**src/rtl/store_line_serializer_pkg.sv**
```systemverilog
// Purpose : shared beat-level constants, beat word layout and FSM encodings for the store line serializer.
// Latency : n/a (declarations only).
// Backpressure: n/a.
package store_line_serializer_pkg;

   localparam int BEAT_DATA_W = 64;
   localparam int BEAT_MASK_W = 8;

   // Beat queue word layout: data in the upper bits, byte mask in the lower bits.
   typedef struct packed {
      logic [BEAT_DATA_W-1:0] data;
      logic [BEAT_MASK_W-1:0] mask;
   } beat_t;

   localparam logic [0:0] ST_IDLE = 1'b0;
   localparam logic [0:0] ST_SEND = 1'b1;

   // A beat carries bytes when any of its byte enables is set.
   function automatic logic beat_has_bytes(input logic [BEAT_MASK_W-1:0] m);
      return |m;
   endfunction

endpackage

```
**src/rtl/store_line_next_beat.sv**
```systemverilog
// Purpose : combinational find-next-set over per-beat flags, starting above (or at) a given index.
// Latency : purely combinational.
// Backpressure: none; pure function of its inputs.
// Ports   : flags   - one bit per beat, set when the beat is emittable
//           idx     - search origin
//           inclusive - when 1 the origin itself is a candidate, otherwise only beats above it
//           next_idx  - lowest qualifying beat (0 when none)
//           none_left - no qualifying beat exists
module store_line_next_beat #(
   parameter int BEATS = 4,
   parameter int IW    = $clog2(BEATS)
) (
   input  logic [BEATS-1:0] flags,
   input  logic [IW-1:0]    idx,
   input  logic             inclusive,
   output logic [IW-1:0]    next_idx,
   output logic             none_left
);

   // Scan from the top down so the lowest qualifying beat is the final assignment.
   always_comb begin
      next_idx  = '0;
      none_left = 1'b1;
      for (int i = BEATS-1; i >= 0; i--) begin
         if (flags[i] && ((i > int'(idx)) || (inclusive && (i == int'(idx))))) begin
            next_idx  = IW'(i);
            none_left = 1'b0;
         end
      end
   end

endmodule

```
**src/rtl/store_line_serializer.sv**
```systemverilog
// Purpose : captures a store line and emits it as 64-bit beats in ascending order, optionally skipping empty beats.
// Latency : first beat valid the cycle after line acceptance; lines may follow back-to-back with no bubble.
// Backpressure: io_deq_ready low holds the current beat stable; a new line is accepted only while idle or on the last beat handshake.
// Ports   : clock/reset (async active-low); io_req_* line request (valid/ready);
//           io_deq_* beat output (valid/ready) feeding the beat queue; io_done end-of-line pulse.
module store_line_serializer
   import store_line_serializer_pkg::*;
#(
   parameter int BEATS      = 4,
   parameter int SKIP_EMPTY = 1
) (
   input  logic                         clock,
   input  logic                         reset,
   output logic                         io_req_ready,
   input  logic                         io_req_valid,
   input  logic [BEAT_DATA_W*BEATS-1:0] io_req_bits_data,
   input  logic [BEAT_MASK_W*BEATS-1:0] io_req_bits_mask,
   input  logic                         io_deq_ready,
   output logic                         io_deq_valid,
   output logic [BEAT_MASK_W-1:0]       io_deq_bits_mask,
   output logic [BEAT_DATA_W-1:0]       io_deq_bits_data,
   output logic                         io_done
);

   localparam int IW = $clog2(BEATS);

   logic [0:0]                   state_q;
   logic [IW-1:0]                idx_q;
   logic [BEAT_DATA_W*BEATS-1:0] line_data_q;
   logic [BEAT_MASK_W*BEATS-1:0] line_mask_q;

   logic [BEATS-1:0] line_flags;
   logic [BEATS-1:0] req_flags;
   logic [IW-1:0]    next_idx;
   logic             last_beat;
   logic [IW-1:0]    first_idx;
   logic             req_empty;
   logic             beat_hs;
   logic             last_hs;
   logic             accept;
   beat_t            cur_beat;

   // Without skipping every beat is emittable, so the searches reduce to idx+1 / beat 0.
   always_comb begin
      line_flags = '1;
      req_flags  = '1;
      if (SKIP_EMPTY != 0) begin
         for (int b = 0; b < BEATS; b++) begin
            line_flags[b] = beat_has_bytes(line_mask_q[b*BEAT_MASK_W +: BEAT_MASK_W]);
            req_flags[b]  = beat_has_bytes(io_req_bits_mask[b*BEAT_MASK_W +: BEAT_MASK_W]);
         end
      end
   end

   // Next beat of the line in flight; none_left marks the current beat as last.
   store_line_next_beat #(.BEATS(BEATS), .IW(IW)) u_next (
      .flags     (line_flags),
      .idx       (idx_q),
      .inclusive (1'b0),
      .next_idx  (next_idx),
      .none_left (last_beat)
   );

   // First beat of the incoming line; none_left means nothing to emit.
   store_line_next_beat #(.BEATS(BEATS), .IW(IW)) u_first (
      .flags     (req_flags),
      .idx       ('0),
      .inclusive (1'b1),
      .next_idx  (first_idx),
      .none_left (req_empty)
   );

   always_comb begin
      cur_beat.data = line_data_q[idx_q*BEAT_DATA_W +: BEAT_DATA_W];
      cur_beat.mask = line_mask_q[idx_q*BEAT_MASK_W +: BEAT_MASK_W];
   end

   assign io_deq_valid     = (state_q == ST_SEND);
   assign io_deq_bits_data = cur_beat.data;
   assign io_deq_bits_mask = cur_beat.mask;

   assign beat_hs = io_deq_valid && io_deq_ready;
   assign last_hs = beat_hs && last_beat;

   // Reset gates ready directly so nothing is accepted while reset is held.
   assign io_req_ready = reset && ((state_q == ST_IDLE) || last_hs);
   assign accept       = io_req_valid && io_req_ready;
   assign io_done      = last_hs || (accept && req_empty);

   always_ff @(posedge clock or negedge reset) begin
      if (!reset) begin
         state_q     <= ST_IDLE;
         idx_q       <= '0;
         line_data_q <= '0;
         line_mask_q <= '0;
      end else if (accept) begin
         // An accepted all-empty line is consumed on the spot and leaves us idle.
         line_data_q <= io_req_bits_data;
         line_mask_q <= io_req_bits_mask;
         idx_q       <= first_idx;
         state_q     <= req_empty ? ST_IDLE : ST_SEND;
      end else if (last_hs) begin
         state_q <= ST_IDLE;
      end else if (beat_hs) begin
         idx_q <= next_idx;
      end
   end

endmodule

```
**config.mk**
```make
export PLATFORM = sky130hd
export DESIGN_NAME = store_line_serializer
export DESIGN_NICKNAME = d
export VERILOG_FILES = /design/src/rtl/store_line_serializer_pkg.sv /design/src/rtl/store_line_next_beat.sv /design/src/rtl/store_line_serializer.sv
export SDC_FILE = /design/constraint.sdc
export NUM_CORES = 1
export LEC_CHECK = 0
export ABC_AREA = 1
export BUFFER_PORTS_ARGS = -buffer_cell sky130_fd_sc_hd__buf_2
export CORE_UTILIZATION = 40
export CTS_CLUSTER_DIAMETER = 50
export DETAILED_ROUTE_END_ITERATION = 8
export PLACE_DENSITY = 0.66
export SLEW_MARGIN = 20
export SYNTH_ARGS = -nofsm -noshare
export SYNTH_HDL_FRONTEND = slang
export SYNTH_HIERARCHICAL = 1
export SYNTH_SLANG_ARGS = --single-unit
```
**constraint.sdc**
```tcl
create_clock -name clock -period 1.8 [get_ports clock]
set_clock_uncertainty 0.1 [all_clocks]
set_input_delay 0.09 -clock clock [delete_from_list [all_inputs] [get_ports clock]]
set_output_delay 0.09 -clock clock [all_outputs]
set_load 0.03 [all_outputs]
```
Yosys cells after proc, flatten, opt, wreduce, memory -nomap -nowiden
Cells that the tools add are included.

storage, ports and cells
  register bits = 291
  input port bits = 292
  logic and storage cells = 51

cells by class
  magnitude comparators = 3
  equal/unequal tests = 1
  shift operators = 2
  mux-type cells = 20
  bitwise operators = 1
  reductions and logical operators = 20

operator list
  operator              count
  $shiftx A256 B9 Y64   1
  $reduce_or A8 Y1      7
  $shiftx A32 B6 Y8     1
  $mux W2               10
  $mux W1               10
  $logic_and A1 B1 Y1   8
  $gt A2 B2 Y1 const A  2
  $reduce_bool A2 Y1    2
  $gt A1 B2 Y1 const A  1
  $logic_or A1 B1 Y1    2
  $ne A2 B1 Y1 const B  1
  $reduce_and A2 Y1     1
  $not A1 Y1            1

Longest topological paths before layout
Gate-level depths: netlist of run 1.

  depth after elaboration = 11
  mapped depth = 14

Cells and area by module
Netlist of run 1, hierarchy kept.

by module, submodules not included
  module                 times used  cells an instance  area an instance (um^2)  seq. area each (um^2)
  store_line_serializer  1           1709               13560.5                  7282.0
  store_line_next_beat   2           21                 107.6                    0.0

Worst setup path after synthesis of run 1
OpenSTA, ideal clock, no wires.

  path type = register -> output
  start point = register line_mask_q[11]
  end point = output io_done
  data arrival time = 2.274 ns
  path slack = -0.664 ns
  cell stages (with the launch flop) = 11
  path through = dfrtp_1 > nor4_1 > nand2_1 > nand3_2 > o21ai_1 > nor2_2 > nand3_1 > nand2_1 > nand3_2 > clkbuf_1 > o21ai_0

between the ends
  longest elaborated chain between the ends = 9

ends and longest elaborated chain
  element                  RTL line                         source
  start, declared          store_line_serializer.sv:30      logic [BEAT_MASK_W*BEATS-1:0] line_mask_q;
  start signal, assigned   store_line_serializer.sv:99      line_mask_q <= io_req_bits_mask;
  $reduce_or A8 Y1 *       store_line_serializer_pkg.sv:20  return |m;
  named net line_flags[1]  store_line_serializer.sv:32      logic [BEATS-1:0] line_flags;
  $logic_and A1 B1 Y1 *    store_line_next_beat.sv:25       if (flags[i] && ((i > int'(idx)) || (inclusive && (i == int'(idx))))) begin
  $mux W1 *                store_line_next_beat.sv:25
  named net last_beat      store_line_serializer.sv:35      logic last_beat;
  $logic_and A1 B1 Y1 *    store_line_serializer.sv:83      assign last_hs = beat_hs && last_beat;
  $logic_or A1 B1 Y1       store_line_serializer.sv:86      assign io_req_ready = reset && ((state_q == ST_IDLE) || last_hs);
  $logic_and A1 B1 Y1      store_line_serializer.sv:86
  $logic_and A1 B1 Y1      store_line_serializer.sv:87      assign accept = io_req_valid && io_req_ready;
  $logic_and A1 B1 Y1      store_line_serializer.sv:88      assign io_done = last_hs || (accept && req_empty);
  $logic_or A1 B1 Y1 *     store_line_serializer.sv:88
  end, declared            store_line_serializer.sv:22      output logic io_done

The timed path passes the listed nets; every way through them passes the cells marked *.

Worst setup path after layout of run 1
  start point = register line_mask_q[19]
  end point = output io_req_ready

between the ends
  longest elaborated chain between the ends = 7

ends and longest elaborated chain
  element                  RTL line                         source
  $reduce_or A8 Y1         store_line_serializer_pkg.sv:20
  named net line_flags[2]  store_line_serializer.sv:32
  $logic_and A1 B1 Y1      store_line_next_beat.sv:25
  $mux W1 (2 in series)    store_line_next_beat.sv:25
  named net last_beat      store_line_serializer.sv:35
  $logic_and A1 B1 Y1      store_line_serializer.sv:83
  $logic_or A1 B1 Y1       store_line_serializer.sv:86
  $logic_and A1 B1 Y1      store_line_serializer.sv:86
  end, declared            store_line_serializer.sv:14      output logic io_req_ready,

The timed path passes the listed nets, and every way through them passes these cells.

==> summary by stage, run 1 <==
Finish
The area of combinational cells with multiple inputs is 6760 µm². The net count of the finished layout is 2789. The end-of-flow core utilization is 0.721. The layout filler cell count is 2223.

The ratio of cells with drive above 1 in the final layout is 0.319. The area used by sequential logic in the layout is 7290 µm². The growth of design area from synthesis to finish is 76.3%.

Setup path
The terminus of the critical flop-to-flop path is line_data_q[160]. The critical path startpoint category is a flip-flop. The data required time at the worst endpoint is 1.61 ns.

By startpoint and endpoint, the worst setup path is classified as reg2out. The worst reg2reg path startpoint is line_mask_q[19]. The endpoint class of the critical path is an output pin. The launch point of the critical path is line_mask_q[19].

The cell type of the slowest stage on the worst timing path is sky130_fd_sc_hd__dfrtp_1. Along the worst path, the maximum fanout reaches 3. The data arrival time of the critical path is 2.33 ns.

By instance count, the cell type seen most on the critical path is sky130_fd_sc_hd__nand2_1. The cell count of the worst reg-to-reg path is 12. Traced cell by cell, the critical path runs through nor4_1 -> nand2_1 -> nand2_2 -> nand2_1 -> nor2_2 -> nand3_2 -> a21boi_4 -> buf_12 -> buf_8. The critical path crosses 9 cells after its start point. Grouping stages by cell kind, the critical path spends the most delay in simple AND/OR/NAND/NOR gates.

Setup slack on the worst reg-to-reg path comes out at -0.68 ns. The largest single stage delay on the critical path is 0.38 ns. The destination of the critical timing path is io_req_ready.

The number of buffer and inverter instances along the worst setup path is 2.

Timing
In the finished design, the share of the clock period the worst path needs comes to 1.40. Across all setup checks in the final design, the least slack found is -0.716 ns. The final number of hold-violating endpoints is 0. The total count of max-transition violations in the final report is 0.

Timing would allow up to 397 MHz. The setup-violating endpoint count in the final report is 365. Setup repair after global routing could not meet its margin everywhere.

The final critical path time including I/O delays and setup is 2.52 ns. For the pin with the worst max-slew slack, the measured transition is 0.928 ns. The worst pin sits at a relative slew slack of 0.381. For the final routed database, the setup TNS stands at -208.32 ns.

Logic synthesis
A synthesized cell averages 7.87 µm². Ranked by total cell area, the synthesized netlist is headed by sky130_fd_sc_hd__dfrtp_1 53%, sky130_fd_sc_hd__nand2_1 16%, sky130_fd_sc_hd__nand3_1 11%. In this run the cell area of the synthesized design comes to 13800 µm².

The most frequent cell after synthesis is sky130_fd_sc_hd__nand2_1. By count the netlist is led by 602 x sky130_fd_sc_hd__nand2_1, 291 x sky130_fd_sc_hd__dfrtp_1, 291 x sky130_fd_sc_hd__nand3_1. The synthesized design contains 0 enable-type register cells. In the synthesized netlist the dominant register cell turns out to be sky130_fd_sc_hd__dfrtp_1. Of all flip-flops after synthesis, the portion carrying an async set or reset was 1.00. The cell count after synthesis came out at 1751. The flip-flop and latch count after synthesis is 291. The share of synthesized area in the top cell type comes to 0.529. The synthesized netlist contains 22 unique library cells. The cell taking the most area after synthesis is sky130_fd_sc_hd__dfrtp_1. The share of synthesized area occupied by flip-flops and latches is 0.529. For this run, the number of Yosys warnings is 6.

Clocking
The total clock sinks is 291. The clock-pin slew on the worst setup and hold paths is 0.05 ns. The clock latency on the worst-skew pair is 0.53 ns.

The tree is rooted in a sky130_fd_sc_hd__clkbuf_16. The number of clock buffers added by TritonCTS is 41. The clock tree from TritonCTS is yes. The maximum buffer depth of the clock tree is 3. The H-tree was split into 2 levels.

Pwr
The switching part of the total power is 0.421. The share of total power dissipated in the clock network is 0.183. IR analysis of the VDD net gives a maximum drop of 1.39 mV. The internal power summed over all cells is 27.0 mW. Of the total power, registers draw 0.252.

The switching power of the nets is 19.7 mW. The analysis attributes to cell leakage a power of 12.0 nW. The total power density per cell area is 1920 nW/µm². The share of total power dissipated in combinational logic is 0.566.

Floorplanning
The vertical die dimension is 188 µm. The die boundary width is 188 µm. The initial utilization of the core area, before any placement, comes to 0.409. The total core area is 33700 µm².

The placement row count is 67. The die covers 35200 µm². 367 I/O pins were placed.

Route
For this block, the initial DRC count from the detailed router was 1495. The wire length per cell is 20.8 µm. The number of iterations in the first detailed-routing pass is 6. The sum of routed wire length over all layers is 62100 µm.

The detailed-route via count is 16.7k. After detailed routing, the number of vias per cell comes to 5.58. The residual antenna-violating net count after detailed routing is 0. In the routed design, unresolved DRC markers number 0.

Flow run
The number of max-cap violations is 0.

Global route
For this run, the total global-route usage over all layers was measured as 0.342. Entering global routing, the biggest net connects 150 pins. The number of global-route vias before repair is 17.1k. The initial antenna violation count is 8. The remaining global-route overflow is 0. The first-pass GRT wire length is 95000 µm.

Placement
The HPWL after detailed placement is 28600 µm. The weighted congestion reported at the end of routability-driven placement is 0.865. Input and output buffers added on the ports amount to 366.

Status
The flow ran to the end, but the final reports show violations. The final reports fail on negative setup slack.

Hold path
In this run the worst hold path is classified as in2reg.
==> registers in the layout (all words and copies together), names as in the netlist <==
| signal | flops |
|---|---|
| idx_q | 2 |
| io_deq_valid | 1 |
| line_data_q | 256 |
| line_mask_q | 32 |
==> cells by family (layout without fill, tap and decap cells) <==
logic type / count (synthesis) / after routing / synth area share
AND/OR/NAND/NOR: 1073 / 1073 / 0.326
flip-flops: 291 / 291 / 0.529
AO/OA/AOI/OAI: 226 / 226 / 0.0894
buffers and inverters: 159 / 923 / 0.0559
other: 2 / 21 / 0.000545
==> per-layer routing <==
metal | vias to the layer above | track usage | share of wire
met5 | - | 0 | 0.00035
met4 | 4 | 0.189 | 0.056
met3 | 290 | 0.0706 | 0.092
met2 | 1068 | 0.548 | 0.47
met1 | 7964 | 0.433 | 0.38
li1 | 7328 | - | -
==> cells in the final DEF (no fill, tap or decap), types with 6 or more instances in the layout <==
master / Yosys / layout
sky130_fd_sc_hd__dlygate4sd3_1: 0 / 291
sky130_fd_sc_hd__buf_16: 0 / 43
sky130_fd_sc_hd__nand3_1: 291 / 273
sky130_fd_sc_hd__diode_2: 0 / 9
sky130_fd_sc_hd__buf_4: 25 / 80
sky130_fd_sc_hd__buf_12: 0 / 40
sky130_fd_sc_hd__nor4_1: 15 / 11
sky130_fd_sc_hd__buf_6: 0 / 62
sky130_fd_sc_hd__buf_2: 64 / 295
sky130_fd_sc_hd__o21ai_0: 147 / 59
sky130_fd_sc_hd__o22ai_1: 72 / 24
sky130_fd_sc_hd__nor2_4: 0 / 33
sky130_fd_sc_hd__bufinv_16: 0 / 6
sky130_fd_sc_hd__o21ai_2: 0 / 34
sky130_fd_sc_hd__clkbuf_1: 53 / 8
sky130_fd_sc_hd__o21ai_4: 0 / 9
sky130_fd_sc_hd__nand3_2: 3 / 20
sky130_fd_sc_hd__conb_1: 2 / 12
sky130_fd_sc_hd__o21ai_1: 2 / 47
sky130_fd_sc_hd__nor2_2: 6 / 35
sky130_fd_sc_hd__clkbuf_16: 0 / 49
sky130_fd_sc_hd__buf_8: 0 / 15
sky130_fd_sc_hd__dfrtp_1: 291 / 289
sky130_fd_sc_hd__nand2_1: 602 / 601
sky130_fd_sc_hd__nor2_1: 147 / 85
sky130_fd_sc_hd__inv_1: 14 / 13
sky130_fd_sc_hd__nand2_2: 6 / 7
sky130_fd_sc_hd__o22ai_2: 0 / 46
==> how the worst min path moves through the flow <==
stage | startpoint | end | slack (ns) | depth (start not counted)
finish | io_req_valid | line_data_q[112] | 0.03 | 4
global route | io_req_valid | line_data_q[115] | 0.06 | 4
CTS | io_req_valid | line_data_q[116] | 0.03 | 4
detailed placement | reset | line_data_q[48] | 0.15 | 2
global placement | reset | line_data_q[47] | 0.14 | 2
floorplan | reset | idx_q[0] | -0.31 | 0
==> through the flow <==
step | hold slack (ns) | area [µm²] | power [mW] | setup slack, ns | cells
floorplan | -0.306 | 13900 | 21.5 | -0.199 | 1761
global placement | 0.145 | 16400 | 26.8 | -0.520 | 2509
finish | 0.0271 | 24300 | 46.7 | -0.716 | 2982
CTS | 0.0272 | 23900 | 45.1 | -0.668 | 2963
global route | 0.0639 | 24300 | 48.7 | -0.810 | 2979
detailed placement | 0.148 | 16400 | 27.1 | -0.511 | 2509
==> power by group through the flow <==
stage / logic, mW / clock network [mW] / registers, mW
2_1_floorplan: 10.6 / 0 / 10.9
3_3_place_gp: 15.6 / 0 / 11.2
3_5_place_dp: 15.8 / 0 / 11.3
4_1_cts: 25.0 / 8.59 / 11.6
5_1_grt: 27.8 / 8.87 / 12.1
6_report: 26.4 / 8.52 / 11.8
==> repair_timing <==
action | CTS | global route
buffers inserted | 52 | 7
pin swaps | 85 | 34
cloned | 40 | 6
endpoints found under the hold margin | 581 | 0
resized for setup | 485 | 51
endpoints found under the setup margin | 365 | 365
hold buffers | 292 | 0
==> worst reg2reg max path: stages (launching register included) <==
cell and delay (ns):
sky130_fd_sc_hd__dfrtp_1 0.38, sky130_fd_sc_hd__nor4_1 0.27, sky130_fd_sc_hd__nand2_1 0.17, sky130_fd_sc_hd__nand2_2 0.12, sky130_fd_sc_hd__nand2_1 0.09, sky130_fd_sc_hd__nor2_2 0.14, sky130_fd_sc_hd__nand3_2 0.14, sky130_fd_sc_hd__nand2_2 0.12
sky130_fd_sc_hd__nand3_4 0.08, sky130_fd_sc_hd__buf_4 0.25, sky130_fd_sc_hd__buf_16 0.24, sky130_fd_sc_hd__nand2_1 0.18, sky130_fd_sc_hd__nand2_1 0.08
==> layout make-up <==
type	count	area share
repair buffers	835	0.335
flip-flops and latches	291	0.300
multi-input cells	1311	0.278
clock buffers	55	0.0478
well taps	448	0.0231
clock inverters	16	0.0106
inverters	17	0.00361
diodes	9	0.000927
No activity file was read; power rests on OpenSTA's default activity.
==> run 2, diff against run 1 <==
- SYNTH_HIERARCHICAL: 1 -> default
==> run 2 against run 1 <==
Effect of this change: the flow still finishes with violations (negative setup slack); critical path type is now reg2reg; combinational power is 2% lower; power rose by 0.21%; register-to-register slack improved by 0.06 ns; routed wire length up 7.0%; clock power decreased by 0.8%; die area is 0.31% lower; critical endpoint is now line_data_q[156]; area after synthesis is 0.32% lower.
==> summary by stage, run 2 <==
Logic synthesis
The most frequent cell after synthesis is sky130_fd_sc_hd__nand2_1 (unchanged). The count of cell types in the netlist is 22 (unchanged). The async set or reset register ratio after synthesis came to 1.00 (unchanged). The most used flip-flop cell after synthesis is sky130_fd_sc_hd__dfrtp_1 (unchanged). The synthesized area per cell came to 7.94 µm² (was 7.87 µm²). The share of the synthesized area in the top cell type is 0.530 (was 0.529).

Top area cells in the synthesized netlist: sky130_fd_sc_hd__dfrtp_1 53%, sky130_fd_sc_hd__nand2_1 18%, sky130_fd_sc_hd__nand3_1 13% (was sky130_fd_sc_hd__dfrtp_1 53%, sky130_fd_sc_hd__nand2_1 16%, sky130_fd_sc_hd__nand3_1 11%). The count of synthesis-stage warnings from yosys is 0 (was 6). Most frequent cells after synthesis: 649 x sky130_fd_sc_hd__nand2_1, 345 x sky130_fd_sc_hd__nand3_1, 291 x sky130_fd_sc_hd__dfrtp_1 (was 602 x sky130_fd_sc_hd__nand2_1, 291 x sky130_fd_sc_hd__dfrtp_1, 291 x sky130_fd_sc_hd__nand3_1). The flip-flop and latch count after synthesis is 291 (unchanged). The share of synthesized area occupied by flip-flops and latches is 0.530 (was 0.529). The number of enable-type register cells in the synthesized netlist came to 0 (unchanged).

The cell taking the most area after synthesis is sky130_fd_sc_hd__dfrtp_1 (unchanged). Synthesis produced a netlist with a net count of 2022. The summed instance area of the synthesized netlist was 13700 µm² (was 13800 µm²). The number of instances in the synthesized netlist is 1730 (was 1751).

Floorplanning
The vertical die dimension was 187 µm (was 188 µm). The die area is 35100 µm² (was 35200 µm²). The number of placed I/O pins is 367 (unchanged).

The total core area is 33600 µm² (was 33700 µm²). The initial core utilization came to 0.408 (was 0.409). The die boundary width is 187 µm (was 188 µm).

The placement row count came to 67 (unchanged).

Pwr
The leakage dissipation is 12.0 nW (about the same). The total power density per cell area is 1880 nW/µm² (was 1920 nW/µm²). The peak ir drop on the vdd network is 1.11 mV (was 1.39 mV).

Route
The count of unresolved DRC violations after routing is 0 (unchanged). The number of iterations in the first detailed-routing pass is 6 (unchanged). The initial detailed-routing violation count is 1877 (was 1495). The wire length per cell was 22.3 µm (was 20.8 µm). The detailed-route via count is 17.2k (was 16.7k). The sum of routed wire length over all layers is 66500 µm (was 62100 µm). The ratio of routed vias to standard cells was 5.79 (was 5.58). The residual antenna-violating net count after detailed routing was 0 (unchanged).

Setup path
The setup slack on the worst flop-to-flop path came to -0.62 ns (was -0.68 ns). The terminus of the critical flop-to-flop path was line_data_q[156] (was line_data_q[160]). The worst reg2reg path startpoint is idx_q[1] (was line_mask_q[19]).

The endpoint class of the critical path is a flip-flop (was output pin). The data arrival time of the critical path is 2.75 ns (was 2.33 ns). The destination of the critical timing path is line_data_q[156] (was io_req_ready). The cell count of the worst reg-to-reg path is 12 (unchanged). The top fanout value on the critical path is 6 (was 3). The launch point of the critical path was idx_q[1] (was line_mask_q[19]). The class of the most critical setup path is reg2reg (was reg2out). The data required time at the worst endpoint is 2.13 ns (was 1.61 ns). The critical path startpoint category is a flip-flop (unchanged).

Finish
Biggest registers after layout: line_data_q: 256 flops, line_mask_q: 32 flops, idx_q: 2 flops (unchanged). The flip-flop count of the largest register after layout is 256 (unchanged). The growth of design area from synthesis to finish was 81.4% (was 76.3%). Most frequent cells in the layout: 616 x sky130_fd_sc_hd__nand2_1, 291 x sky130_fd_sc_hd__dlygate4sd3_1, 290 x sky130_fd_sc_hd__buf_2, 289 x sky130_fd_sc_hd__dfrtp_1, 166 x sky130_fd_sc_hd__nand3_1 (was 601 x sky130_fd_sc_hd__nand2_1, 295 x sky130_fd_sc_hd__buf_2, 291 x sky130_fd_sc_hd__dlygate4sd3_1, 289 x sky130_fd_sc_hd__dfrtp_1, 273 x sky130_fd_sc_hd__nand3_1).

The register ranked first by flip-flop count is line_data_q (unchanged). The end-of-flow core utilization is 0.741 (was 0.721). The ratio of cells with drive above 1 in the final layout came to 0.364 (was 0.319). The net count of the finished layout is 2787 (was 2789). The leading cell type in the layout, fill and taps excluded is sky130_fd_sc_hd__nand2_1 (unchanged). The layout filler cell count was 2042 (was 2223).

Timing
Unrepaired setup endpoints after global routing: true (unchanged). The highest clock frequency the design can meet is 413 MHz (was 397 MHz). The relative max-transition margin was 0.362 (was 0.381). The total count of max-transition violations in the final report is 0 (unchanged). The minimum setup slack in the final design was -0.618 ns (was -0.716 ns). The share of the clock period used by the worst path after layout is 1.34 (was 1.40). The transition time at the pin with the least slew margin is 0.957 ns (was 0.928 ns). The final critical path time including I/O delays and setup is 2.42 ns (was 2.52 ns). The final number of hold-violating endpoints is 0 (unchanged). The worst hold slack after final layout is 0.0551 ns (was 0.0271 ns).

The setup-violating endpoint count in the final report is 365 (unchanged). The total negative slack is -136.83 ns (was -208.32 ns).

Global route
The first-pass GRT wire length is 87700 µm (was 95000 µm). The pin count of the biggest net entering global routing is 138 (was 150). The initial antenna violation count is 7 (was 8). The number of global-route vias before repair came to 16.5k (was 17.1k). The global-route usage over all layers is 0.313 (was 0.342). The remaining global-route overflow is 0 (unchanged).

Clocking
The clock tree from TritonCTS is yes (unchanged). The H-tree level count is 2 (unchanged). The total clock sinks is 291 (unchanged).

The maximum buffer depth of the clock tree is 3 (unchanged). The CTS buffer count was 38 (was 41). The clock-pin slew on the worst setup and hold paths is 0.07 ns (was 0.05 ns). The library cell used as clock root buffer is sky130_fd_sc_hd__clkbuf_16 (unchanged). The clock latency on the worst-skew pair is 0.53 ns (about the same).

Status
Violated checks: negative setup slack (unchanged). Run status: finished with violations (unchanged).

Placement
The detailed placement HPWL was 30000 µm (was 28600 µm). The number of buffer cells added on primary ports is 366 (unchanged). The weighted congestion reported at the end of routability-driven placement came to 0.879 (was 0.865).

Hold path
The worst hold-check path type is in2reg (unchanged).

Flow run
The number of max-cap violations is 0 (unchanged).
-- run 2: area by class of cell --
type	instances	area (µm²)	share of cell area
diodes	5	12.5	0.000502
clock buffers	50	1100	0.0442
clock inverters	17	287	0.0115
inverters	38	181	0.00728
multi-input cells	1262	7120	0.286
flip-flops and latches	291	7290	0.293
well taps	448	561	0.0225
repair buffers	863	8340	0.335
repair inverters	1	20.0	0.000804
-- run 2: critical path: stages, from the launching register on --
cell and delay (ns):
sky130_fd_sc_hd__dfrtp_4 0.51, sky130_fd_sc_hd__inv_6 0.06, sky130_fd_sc_hd__buf_4 0.14, sky130_fd_sc_hd__o21ai_2 0.07, sky130_fd_sc_hd__nand4_1 0.15, sky130_fd_sc_hd__buf_4 0.17, sky130_fd_sc_hd__a21boi_4 0.15, sky130_fd_sc_hd__buf_6 0.14
sky130_fd_sc_hd__buf_12 0.14, sky130_fd_sc_hd__clkbuf_16 0.18, sky130_fd_sc_hd__buf_8 0.16, sky130_fd_sc_hd__nand3_2 0.07, sky130_fd_sc_hd__nand2_1 0.26
-- run 2: how the worst min path moves through the flow --
| stage | start | cells past startpoint | to |
|---|---|---|---|
| after floorplan | reset | 0 | idx_q[0] |
| after global placement | reset | 2 | io_deq_valid |
| after detailed placement | reset | 2 | io_deq_valid |
| after CTS | io_req_bits_mask[9] | 9 | idx_q[0] |
| after global routing | io_req_bits_mask[17] | 9 | idx_q[1] |
| final | io_req_bits_mask[18] | 9 | idx_q[1] |
-- run 2: logic make-up after synthesis --
family / Yosys count / share of synthesized area
AO/OA/AOI/OAI: 153 / 0.0717
buffers and inverters: 177 / 0.0610
AND/OR/NAND/NOR: 1109 / 0.337
flip-flops: 291 / 0.530
-- run 2: routing by layer --
metal,track usage,vias up,wire [µm],part of all wire
li1,-,7277,-,-
met2,0.513,1327,31900,0.48
met4,0.155,4,4340,0.065
met1,0.393,8215,23200,0.35
met3,0.0662,400,7010,0.11
met5,0,-,21,0.00032
-- run 2: timing repair --
action                                 in CTS  in global routing
pin swaps                                  42                198
setup buffers                              17                 35
gates cloned                               17                 39
setup endpoints to repair                 360                365
endpoints found under the hold margin     581                  0
gates resized for setup                   150                346
hold buffers                              291                  0
-- run 2: metrics by stage --
step           instances  total power, mW  worst slack [ns]  area [µm²]
3_3_place_gp        2510             28.9            -0.240       16900
2_1_floorplan       1730             22.7           -0.0732       13900
6_report            2975             46.8            -0.618       24900
4_1_cts             2902             41.0            -0.472       22300
5_1_grt             2975             48.7            -0.661       24900
3_5_place_dp        2510             29.3            -0.280       16900
-- run 2: where the power goes --
group	switching (mW)	leakage (nW)	internal, mW
combinational	14.7	7.75	11.3
sequential	2.35	3.62	9.94
clock	3.12	0.674	5.33
total	20.2	12.0	26.5
==> run 3, diff against run 2 <==
- CTS_BUF_LIST: default -> sky130_fd_sc_hd__clkbuf_2 sky130_fd_sc_hd__clkbuf_4 sky130_fd_sc_hd__clkbuf_8
- SETUP_SLACK_MARGIN: default -> 0.2
==> run 3 against run 2 <==
Effect of this change: the flow still finishes with violations (negative setup slack); fmax is 4.9% lower; critical path depth is 2 lower; sequential cell count stayed put; critical path type is now reg2out.
==> summary by stage, run 3 (synthesized netlist as in run 2, its figures left out) <==
Pwr
The total power density per cell area came to 1830 nW/µm² (was 1880 nW/µm²). The leakage dissipation came to 12.5 nW (was 12.0 nW). The peak ir drop on the vdd network came to 1.30 mV (was 1.11 mV).

Floorplanning
The placement row count came to 67 (unchanged). The initial core utilization is 0.408 (unchanged). The total core area was 33600 µm² (unchanged). The die boundary width is 187 µm (unchanged). The number of placed I/O pins is 367 (unchanged).

The vertical die dimension is 187 µm (unchanged). The die area came to 35100 µm² (unchanged).

Setup path
The terminus of the critical flop-to-flop path is line_data_q[183] (was line_data_q[156]). The worst reg2reg path startpoint is line_mask_q[20] (was idx_q[1]). The class of the most critical setup path is reg2out (was reg2reg). The setup slack on the worst flop-to-flop path came to -0.64 ns (was -0.62 ns). The endpoint class of the critical path was an output pin (was flip-flop). The critical path startpoint category is a flip-flop (unchanged).

The top fanout value on the critical path was 5 (was 6). The data required time at the worst endpoint is 1.61 ns (was 2.13 ns). The data arrival time of the critical path is 2.35 ns (was 2.75 ns). The cell count of the worst reg-to-reg path is 12 (unchanged).

Timing
The total count of max-transition violations in the final report is 0 (unchanged). The final number of hold-violating endpoints is 0 (unchanged). The final critical path time including I/O delays and setup came to 2.54 ns (was 2.42 ns). The transition time at the pin with the least slew margin is 1.11 ns (was 0.957 ns). The share of the clock period used by the worst path after layout came to 1.41 (was 1.34). The minimum setup slack in the final design is -0.743 ns (was -0.618 ns). Unrepaired setup endpoints after global routing: true (unchanged). The setup-violating endpoint count in the final report is 365 (unchanged).

The highest clock frequency the design can meet is 393 MHz (was 413 MHz). The worst hold slack after final layout came to 0.0475 ns (was 0.0551 ns). The relative max-transition margin is 0.259 (was 0.362).

Finish
The end-of-flow core utilization was 0.780 (was 0.741). The leading cell type in the layout, fill and taps excluded is sky130_fd_sc_hd__nand2_1 (unchanged). The flip-flop count of the largest register after layout came to 256 (unchanged). Most frequent cells in the layout: 560 x sky130_fd_sc_hd__nand2_1, 290 x sky130_fd_sc_hd__dlygate4sd3_1, 290 x sky130_fd_sc_hd__buf_2, 289 x sky130_fd_sc_hd__dfrtp_1, 203 x sky130_fd_sc_hd__nand3_2 (was 616 x sky130_fd_sc_hd__nand2_1, 291 x sky130_fd_sc_hd__dlygate4sd3_1, 290 x sky130_fd_sc_hd__buf_2, 289 x sky130_fd_sc_hd__dfrtp_1, 166 x sky130_fd_sc_hd__nand3_1). The number of non-filler instances in the completed layout is 3034 (was 2975). The ratio of cells with drive above 1 in the final layout came to 0.431 (was 0.364). The net count of the finished layout was 2838 (was 2787). The register ranked first by flip-flop count is line_data_q (unchanged). The post-layout instance area is 26200 µm² (was 24900 µm²). The growth of design area from synthesis to finish is 90.8% (was 81.4%).

Biggest registers after layout: line_data_q: 256 flops, line_mask_q: 32 flops, idx_q: 2 flops (unchanged).

Clocking
The library cell used as clock root buffer is sky130_fd_sc_hd__clkbuf_8 (was sky130_fd_sc_hd__clkbuf_16). The maximum buffer depth of the clock tree is 3 (unchanged). The CTS buffer count is 51 (was 38).

The clock latency on the worst-skew pair is 0.57 ns (was 0.53 ns). The H-tree level count came to 2 (unchanged). The clock-pin slew on the worst setup and hold paths is 0.06 ns (was 0.07 ns).

The total clock sinks is 291 (unchanged). The clock tree from TritonCTS is yes (unchanged).

Hold path
The launch point of the worst hold path is io_deq_ready (was io_req_bits_mask[18]). The count of cells along the worst hold path is 8 (was 9). The sink of the worst hold path is idx_q[0] (was idx_q[1]). The worst hold-check path type is in2reg (unchanged).

Status
Run status: finished with violations (unchanged). Violated checks: negative setup slack (unchanged).

Route
The initial detailed-routing violation count came to 1949 (was 1877). The count of unresolved DRC violations after routing came to 0 (unchanged). The ratio of routed vias to standard cells came to 5.85 (was 5.79). The number of iterations in the first detailed-routing pass came to 6 (unchanged). The residual antenna-violating net count after detailed routing came to 0 (unchanged). The wire length per cell was 23.9 µm (was 22.3 µm). The sum of routed wire length over all layers is 72700 µm (was 66500 µm).

The detailed-route via count is 17.8k (was 17.2k).

Global route
The pin count of the biggest net entering global routing was 176 (was 138). The number of global-route vias before repair was 16.6k (was 16.5k). The first-pass GRT wire length is 89500 µm (was 87700 µm). The global-route usage over all layers is 0.324 (was 0.313). The initial antenna violation count is 5 (was 7).

The remaining global-route overflow is 0 (unchanged).

Placement
The detailed placement HPWL is 29800 µm (was 30000 µm). The number of buffer cells added on primary ports was 366 (unchanged). The placed instance count is 2517 (was 2510).

The pre-CTS worst setup slack is -0.349 ns (was -0.280 ns). The instance area at placement is 17000 µm² (was 16900 µm²). The weighted congestion reported at the end of routability-driven placement is 0.907 (was 0.879).

Flow run
The number of max-cap violations came to 0 (unchanged).
run 3: where the power goes:
part	internal, mW	total, mW	switching (mW)	leakage (nW)
Clock	3.84	6.71	2.87	0.591
Sequential	9.94	12.4	2.42	3.62
Combinational	12.7	28.8	16.1	8.26
Total	26.4	47.8	21.4	12.5
run 3: how the worst max path moves through the flow:
| stage | cells past startpoint | end | startpoint | slack [ns] |
|---|---|---|---|---|
| final | 10 | io_deq_bits_data[51] | idx_q[0] | -0.74 |
| after floorplan | 8 | io_done | line_mask_q[14] | -0.02 |
| after global routing | 10 | io_deq_bits_data[51] | idx_q[0] | -0.77 |
| after global placement | 9 | line_data_q[235] | line_mask_q[20] | -0.29 |
| after CTS | 9 | io_done | line_mask_q[21] | -0.57 |
| after detailed placement | 9 | line_data_q[44] | line_mask_q[20] | -0.35 |
run 3: routing by layer:
metal	vias up	track usage	wire [µm]
met5	-	0	13
met4	2	0.165	5830
met3	491	0.0707	8130
met2	1466	0.540	34000
met1	8431	0.395	24600
li1	7367	-	-
run 3: what timing repair did:
| action | CTS | global route |
|---|---|---|
| hold endpoints to repair | 580 | 0 |
| cloned | 22 | 43 |
| setup endpoints to repair | 365 | 365 |
| buffers inserted | 37 | 33 |
| pin swaps | 47 | 246 |
| gates resized for setup | 268 | 445 |
| hold buffers | 290 | 0 |
run 3: area by class of cell:
| cell class | count | area (µm²) |
|---|---|---|
| well taps | 448 | 561 |
| flip-flops and latches | 291 | 7290 |
| diodes | 3 | 7.51 |
| repair buffers | 902 | 8990 |
| clock inverters | 4 | 51.3 |
| multi-input cells | 1262 | 8060 |
| fillers | 1847 | 7410 |
| inverters | 38 | 175 |
| clock buffers | 86 | 1060 |
run 3: through the flow:
step | total power, mW | TNS, ns
2_1_floorplan | 23.6 | -0.0152
3_3_place_gp | 29.5 | -66.54
3_5_place_dp | 29.8 | -85.88
4_1_cts | 42.3 | -138.61
5_1_grt | 49.6 | -200.04
6_report | 47.8 | -176.36
run 3: worst max-delay path, cell delays in order (launching register included):
cell                       delay [ns]
sky130_fd_sc_hd__dfrtp_4         0.49
sky130_fd_sc_hd__buf_6           0.15
sky130_fd_sc_hd__inv_12          0.05
sky130_fd_sc_hd__buf_12          0.11
sky130_fd_sc_hd__buf_8           0.11
sky130_fd_sc_hd__buf_12          0.11
sky130_fd_sc_hd__buf_12          0.11
sky130_fd_sc_hd__buf_16          0.12
sky130_fd_sc_hd__nand3_1         0.11
sky130_fd_sc_hd__o211ai_1        0.20
sky130_fd_sc_hd__buf_4           0.23
